File: config.mk
export PLATFORM = sky130hd
export DESIGN_NAME = mc_control
export DESIGN_NICKNAME = d
export VERILOG_FILES = /design/src/rtl/mips_ctrl_pkg.sv /design/src/rtl/mc_control_alu_decoder.sv /design/src/rtl/mc_control.sv
export SDC_FILE = /design/constraint.sdc
export NUM_CORES = 1
export LEC_CHECK = 0
export CAP_MARGIN = 20
export CORE_ASPECT_RATIO = 1.25
export CORE_MARGIN = 3
export CORE_UTILIZATION = 49
export CTS_CLUSTER_SIZE = 20
export DETAILED_ROUTE_END_ITERATION = 6
export DONT_BUFFER_PORTS = 1
export PLACE_DENSITY = 0.61
export SETUP_SLACK_MARGIN = 0.02
export SYNTH_ARGS = -nofsm -noshare
export SYNTH_HDL_FRONTEND = slang
export SYNTH_SLANG_ARGS = --single-unit
File: constraint.sdc
create_clock -name clk -period 3.11 [get_ports clk]
set_input_delay 0.4665 -clock clk [delete_from_list [all_inputs] [get_ports clk]]
set_output_delay 0.4665 -clock clk [all_outputs]
set_load 0.05 [all_outputs]
File: src/rtl/mips_ctrl_pkg.sv
// Shared encodings for the multicycle MIPS controller: state codes, opcode/funct
// values and the datapath mux/ALU select encodings.
package mips_ctrl_pkg;

  localparam logic [3:0] S_IDLE   = 4'd0;
  localparam logic [3:0] S_FETCH  = 4'd1;
  localparam logic [3:0] S_DECODE = 4'd2;
  localparam logic [3:0] S_MEMADR = 4'd3;
  localparam logic [3:0] S_MEMRD  = 4'd4;
  localparam logic [3:0] S_MEMWB  = 4'd5;
  localparam logic [3:0] S_MEMWR  = 4'd6;
  localparam logic [3:0] S_RXEC   = 4'd7;
  localparam logic [3:0] S_RWB    = 4'd8;
  localparam logic [3:0] S_BEQ    = 4'd9;
  localparam logic [3:0] S_IXEC   = 4'd10;
  localparam logic [3:0] S_IWB    = 4'd11;
  localparam logic [3:0] S_JMP    = 4'd12;
  localparam logic [3:0] S_JAL    = 4'd13;

  localparam logic [5:0] OP_RTYPE = 6'b000000;
  localparam logic [5:0] OP_LW    = 6'b100011;
  localparam logic [5:0] OP_SW    = 6'b101011;
  localparam logic [5:0] OP_BEQ   = 6'b000100;
  localparam logic [5:0] OP_ADDI  = 6'b001000;
  localparam logic [5:0] OP_J     = 6'b000010;
  localparam logic [5:0] OP_JAL   = 6'b000011;

  localparam logic [5:0] FN_ADD = 6'b100000;
  localparam logic [5:0] FN_SUB = 6'b100010;
  localparam logic [5:0] FN_AND = 6'b100100;
  localparam logic [5:0] FN_OR  = 6'b100101;
  localparam logic [5:0] FN_SLT = 6'b101010;

  typedef enum logic [2:0] {
    ALU_AND = 3'b000,
    ALU_OR  = 3'b001,
    ALU_ADD = 3'b010,
    ALU_SUB = 3'b110,
    ALU_SLT = 3'b111
  } alu_ctrl_e;

  typedef enum logic [1:0] {
    SRCB_REG   = 2'b00,
    SRCB_FOUR  = 2'b01,
    SRCB_IMM   = 2'b10,
    SRCB_IMMSH = 2'b11
  } alu_src_b_e;

  typedef enum logic [1:0] {
    PCSRC_ALU    = 2'b00,
    PCSRC_ALUOUT = 2'b01,
    PCSRC_JUMP   = 2'b10
  } pc_src_e;

  typedef enum logic [1:0] {
    M2R_ALUOUT = 2'b00,
    M2R_MDR    = 2'b01,
    M2R_PC     = 2'b10
  } mem_to_reg_e;

  typedef enum logic [1:0] {
    RDST_RD = 2'b00,
    RDST_RT = 2'b01,
    RDST_RA = 2'b11
  } reg_dst_e;

endpackage

File: src/rtl/mc_control_alu_decoder.sv
// R-type funct field to ALU operation; valid_o drops for unsupported functs.
module alu_decoder
  import mips_ctrl_pkg::*;
(
  input  logic [5:0] funct_i,
  output logic [2:0] alu_ctrl_o,
  output logic       valid_o
);

  always_comb begin
    alu_ctrl_o = ALU_ADD;
    valid_o    = 1'b1;
    case (funct_i)
      FN_ADD:  alu_ctrl_o = ALU_ADD;
      FN_SUB:  alu_ctrl_o = ALU_SUB;
      FN_AND:  alu_ctrl_o = ALU_AND;
      FN_OR:   alu_ctrl_o = ALU_OR;
      FN_SLT:  alu_ctrl_o = ALU_SLT;
      default: valid_o    = 1'b0;
    endcase
  end

endmodule

File: src/rtl/mc_control.sv
// Multicycle MIPS main controller: fetch/decode/execute/memory/writeback FSM
// with a memory handshake, retired-instruction counter and illegal-op flag.
module mc_control
  import mips_ctrl_pkg::*;
#(
  parameter int CNT_W = 32
) (
  input  logic             clk,
  input  logic             rst_n,
  input  logic [5:0]       op,
  input  logic [5:0]       funct,
  input  logic             zero,
  input  logic             mem_ready,
  output logic             mem_req,
  output logic             mem_we,
  output logic             iord,
  output logic             ir_write,
  output logic             pc_en,
  output logic [1:0]       pc_src,
  output logic             alu_src_a,
  output logic [1:0]       alu_src_b,
  output logic [2:0]       alu_ctrl,
  output logic [1:0]       mem_to_reg,
  output logic             reg_write,
  output logic [1:0]       reg_dst,
  output logic             illegal,
  output logic             retire,
  output logic [CNT_W-1:0] instret,
  output logic [3:0]       state_o
);

  logic [3:0]       state_q, state_d;
  logic [CNT_W-1:0] instret_q;
  logic [2:0]       dec_alu_ctrl;
  logic             dec_valid;

  alu_decoder u_alu_decoder (
    .funct_i    (funct),
    .alu_ctrl_o (dec_alu_ctrl),
    .valid_o    (dec_valid)
  );

  always_ff @(posedge clk or negedge rst_n) begin
    if (!rst_n) begin
      state_q   <= S_IDLE;
      instret_q <= '0;
    end else begin
      state_q <= state_d;
      if (retire) instret_q <= instret_q + CNT_W'(1);
    end
  end

  assign state_o = state_q;
  assign instret = instret_q;

  always_comb begin
    state_d    = state_q;
    mem_req    = 1'b0;
    mem_we     = 1'b0;
    iord       = 1'b0;
    ir_write   = 1'b0;
    pc_en      = 1'b0;
    pc_src     = PCSRC_ALU;
    alu_src_a  = 1'b0;
    alu_src_b  = SRCB_REG;
    alu_ctrl   = ALU_AND;
    mem_to_reg = M2R_ALUOUT;
    reg_write  = 1'b0;
    reg_dst    = RDST_RD;
    illegal    = 1'b0;
    retire     = 1'b0;

    case (state_q)
      S_IDLE: state_d = S_FETCH;

      S_FETCH: begin
        mem_req   = 1'b1;
        alu_src_b = SRCB_FOUR;
        alu_ctrl  = ALU_ADD;
        pc_src    = PCSRC_ALU;
        if (mem_ready) begin
          ir_write = 1'b1;
          pc_en    = 1'b1;
          state_d  = S_DECODE;
        end
      end

      // ALU precomputes the branch target into ALUOut while op is decoded.
      S_DECODE: begin
        alu_src_b = SRCB_IMMSH;
        alu_ctrl  = ALU_ADD;
        case (op)
          OP_LW, OP_SW: state_d = S_MEMADR;
          OP_RTYPE:     state_d = S_RXEC;
          OP_BEQ:       state_d = S_BEQ;
          OP_ADDI:      state_d = S_IXEC;
          OP_J:         state_d = S_JMP;
          OP_JAL:       state_d = S_JAL;
          default: begin
            illegal = 1'b1;
            state_d = S_FETCH;
          end
        endcase
      end

      S_MEMADR: begin
        alu_src_a = 1'b1;
        alu_src_b = SRCB_IMM;
        alu_ctrl  = ALU_ADD;
        state_d   = (op == OP_SW) ? S_MEMWR : S_MEMRD;
      end

      S_MEMRD: begin
        mem_req = 1'b1;
        iord    = 1'b1;
        if (mem_ready) state_d = S_MEMWB;
      end

      S_MEMWB: begin
        reg_write  = 1'b1;
        reg_dst    = RDST_RT;
        mem_to_reg = M2R_MDR;
        retire     = 1'b1;
        state_d    = S_FETCH;
      end

      S_MEMWR: begin
        mem_req = 1'b1;
        mem_we  = 1'b1;
        iord    = 1'b1;
        if (mem_ready) begin
          retire  = 1'b1;
          state_d = S_FETCH;
        end
      end

      // Unknown funct aborts here so no writeback state is ever entered.
      S_RXEC: begin
        alu_src_a = 1'b1;
        alu_src_b = SRCB_REG;
        alu_ctrl  = dec_alu_ctrl;
        if (dec_valid) begin
          state_d = S_RWB;
        end else begin
          illegal = 1'b1;
          state_d = S_FETCH;
        end
      end

      S_RWB: begin
        reg_write  = 1'b1;
        reg_dst    = RDST_RD;
        mem_to_reg = M2R_ALUOUT;
        retire     = 1'b1;
        state_d    = S_FETCH;
      end

      S_BEQ: begin
        alu_src_a = 1'b1;
        alu_src_b = SRCB_REG;
        alu_ctrl  = ALU_SUB;
        pc_src    = PCSRC_ALUOUT;
        pc_en     = zero;
        retire    = 1'b1;
        state_d   = S_FETCH;
      end

      S_IXEC: begin
        alu_src_a = 1'b1;
        alu_src_b = SRCB_IMM;
        alu_ctrl  = ALU_ADD;
        state_d   = S_IWB;
      end

      S_IWB: begin
        reg_write  = 1'b1;
        reg_dst    = RDST_RT;
        mem_to_reg = M2R_ALUOUT;
        retire     = 1'b1;
        state_d    = S_FETCH;
      end

      S_JMP: begin
        pc_src  = PCSRC_JUMP;
        pc_en   = 1'b1;
        retire  = 1'b1;
        state_d = S_FETCH;
      end

      // PC was already advanced in FETCH, so it supplies the link address.
      S_JAL: begin
        reg_write  = 1'b1;
        reg_dst    = RDST_RA;
        mem_to_reg = M2R_PC;
        pc_src     = PCSRC_JUMP;
        pc_en      = 1'b1;
        retire     = 1'b1;
        state_d    = S_FETCH;
      end

      default: state_d = S_IDLE;
    endcase
  end

endmodule

==> impl_metrics.py <==
metrics = {
    "route": {
        "dr.max_layer_used": "met4",
        "routedWlPerCell_um": 16.53,
        "via_per_inst": 5.763,
        "met2_wirelength_mm": 2.795,
        "drt_iter0_markers": 72,
        "post_route_wl_mm": 5.290,
        "drcViolationCount": 0,
        "detail-route-antenna-nets": 0,
        "routedLengthMet1_mm": 2.050,
        "detail_route.first_pass.iterations": 4,
        "vias": 1844,
        "met3WireLength_um": 329,
    },
    "power": {
        "power_density_nw_per_um2": 815.3,
        "total_power_uw": 2092,
        "peakVddDrop_uv": 666.3,
        "total_leakage_power_uw": 0.001035,
    },
    "floorplan": {
        "fp.coreArea_um2": 4229,
        "floorplan.die_area_um2": 5384,
        "effective_utilization_at_floorplan_pct": 52.54,
        "die_height_um": 81.29,
        "die_w_um": 66.23,
        "ioPinCount": 72,
        "fp_rows": 26,
    },
    "timing": {
        "report.final.slew_viol_count": 0,
        "setup-tns-final_ns": 0,
        "finalWorstPathRequiredPeriod_ns": 2.610,
        "relSlewSlack_pct": 50.14,
        "max_freq_mhz": 383.2,
        "finalHoldWorstSlack_ns": 0.006425,
        "timing.final.setup_violations": 0,
        "rsz_0062_raised_after_global_routing": "no",
        "share_of_the_clock_period_used_by_the_worst_path_pct": 83.91,
        "timing.clock.skew_ns": 0.005709,
        "tightest_slew_ns": 0.7458,
        "final_hold_viol_count": 0,
    },
    "clock_network": {
        "cts-root-to-sink-buffers": 2,
        "tritoncts_clock_tree": "yes",
        "cts-buffers-inserted": 5,
        "cts_root_buf": "sky130_fd_sc_hd__clkbuf_8",
        "cts.sinks": 36,
        "clock_latency_ns": 0.29,
        "cts_setup_buffers": 0,
        "total_number_of_h_tree_levels": 2,
        "clk_pin_slew_ns": 0.07,
    },
    "yosys": {
        "seq_area_frac_synth_pct": 40.54,
        "dominant_combinational_cell_family_by_area_after_synthesis": "simple AND/OR/NAND/NOR gates",
        "syn_avg_cell_area_um2": 9.182,
        "synth_xor_xnor_area_share_pct": 12.61,
        "synthMuxAreaShare_pct": 1.914,
        "area_of_the_mapped_netlist_um2": 2222,
        "postSynthNetCount": 259,
        "synth_seq_cells": 36,
        "synth-compound-area-share_pct": 11.04,
        "post_synth_num_cell_types": 44,
        "yosys.area.top_type_share_pct": 40.54,
        "synth-simple-area-share_pct": 29.67,
        "ys_dominant_reg_cell": "sky130_fd_sc_hd__dfrtp_1",
        "synth-adder-area-share_pct": 0.5631,
        "postSynthCellCount": 242,
        "synth_warnings": 0,
        "synthDominantAreaCellType": "sky130_fd_sc_hd__dfrtp_1",
        "synth_top_cells_by_area": "sky130_fd_sc_hd__dfrtp_1, sky130_fd_sc_hd__xnor2_1, sky130_fd_sc_hd__nor2_1",
        "async_reset_ff_share_pct": 100.0,
        "synth_enable_flop_cells": 0,
    },
    "run": {
        "max_cap_violations": 0,
    },
    "outcome": {
        "outcome": "finished clean",
    },
    "worst_setup_path": {
        "worst-path-max-fanout": 20,
        "criticalPathCategory": "flip-flop to output port",
        "crit_path_end_kind": "output port",
        "arrival_time_at_the_worst_endpoint_ns": 2.14,
        "timing.critical_path.from_type": "flip-flop",
        "worst_ep_required_time_ns": 2.64,
    },
    "finish": {
        "final_common_cell": "sky130_fd_sc_hd__dfrtp_1",
        "areaGrowthSynthToFinish_pct": 15.48,
        "utilization_pct": 60.68,
        "share_of_post_route_cells_with_drive_strength_above_1_pct": 19.32,
        "mostFrequentLayoutCells": "sky130_fd_sc_hd__dfrtp_1, sky130_fd_sc_hd__nor2_1, sky130_fd_sc_hd__buf_4, sky130_fd_sc_hd__xnor2_1, sky130_fd_sc_hd__nand2_1",
        "ant_diodes": 0,
        "final_nets": 280,
        "postLayoutCellArea_um2": 2566,
    },
    "global_routing": {
        "grt_start_max_net_pins": 37,
        "globalRouteOverflowTotal": 0,
        "first_global_vias": 1841,
        "initial_antenna_violation_count": 0,
        "gr-usage-all-layers_pct": 20.78,
        "first_pass_grt_wire_length_mm": 8.735,
    },
    "placed_design": {
        "postPlaceCellArea_um2": 2439,
        "place.port_buffers": 0,
        "gp_congestion": 0.8325,
        "place.detailed.hpwl_mm": 4.023,
    },
    "min_path": {
        "min-delay-path-class": "primary input to asynchronous set/reset pin",
    },
}
[metrics by stage]
step	setup WS [ns]	instances
2_1_floorplan	0.03098	242
3_3_place_gp	0.7282	311
3_5_place_dp	0.6468	311
4_1_cts	0.5000	320
5_1_grt	0.3669	320
6_report	0.5003	320
[worst max-delay path: stages (launching register included)]
cell	delay, ns
sky130_fd_sc_hd__dfrtp_1	0.72
sky130_fd_sc_hd__and2b_1	0.29
sky130_fd_sc_hd__nand2_1	0.23
sky130_fd_sc_hd__nand3_1	0.61
[timing repair]
| item | in CTS | in global routing |
|---|---|---|
| hold buffers | 1 | 0 |
| resized for setup | 0 | 0 |
| hold endpoints to repair | 36 | 0 |
[cell type report]
| class | instances | area (µm²) |
|---|---|---|
| Clock inverter | 2 | 35.03 |
| Timing Repair Buffer | 26 | 220.2 |
| Clock buffer | 6 | 72.57 |
| Multi-Input combinational cell | 190 | 1252 |
| Fill cell | 376 | 1663 |
| Inverter | 4 | 15.01 |
| Tap cell | 56 | 70.07 |
| Sequential cell | 36 | 900.9 |
[cells in the mapped netlist, drive strengths merged (4+ instances only)]
library cell  number
dfrtp             36
nor2              25
xnor2             23
nand2             22
nand4             14
nand3             13
nand2b            11
nor3               9
xor2               9
a21oi              8
nor2b              8
and3               6
buf                6
clkbuf             6
o21ai              6
a31oi              5
nor4               5
inv                4
[worst paths after layout]
kind	start	to	slack, ns	depth (start not counted)
worst min-delay path	rst_n	instret[8]$_DFFE_PN0P_	0.006	1
max in group asynchronous	rst_n	state_o[0]$_DFFE_PN0P_	2.92	1
worst min register to register	state_o[1]$_DFFE_PN0P_	state_o[0]$_DFFE_PN0P_	0.65	1
worst max register to register	state_o[2]$_DFFE_PN0P_	instret[1]$_DFFE_PN0P_	0.64	4
min in group clk	mem_ready	state_o[2]$_DFFE_PN0P_	0.39	3
worst max-delay path	state_o[2]$_DFFE_PN0P_	retire	0.50	3
[logic make-up (layout without fill, tap and decap cells)]
logic type      count (synthesis)  after routing
simple gates                  120            120
flops                          36             36
compound gates                 33             33
xor+xnor                       32             32
buf+inv                        16             38
mux                             4              4
fa+ha+maj                       1              1
[sequential cells by signal, summed over array words and instances, names as in the netlist]
name,cells
state_o,4
instret,32
[routing by layer]
metal	up-vias	global-route usage, %
li1	897	-
met1	870	23.18
met2	68	37.54
met3	9	4.841
met4	0	8.333
met5	-	0
[power breakdown]
group / leakage [µW] / switching, µW / internal, µW
Clock: 0.0000552 / 159 / 238
Combinational: 0.000522 / 652 / 313
Sequential: 0.000458 / 216 / 515
Power figures use the tool's default switching activity.
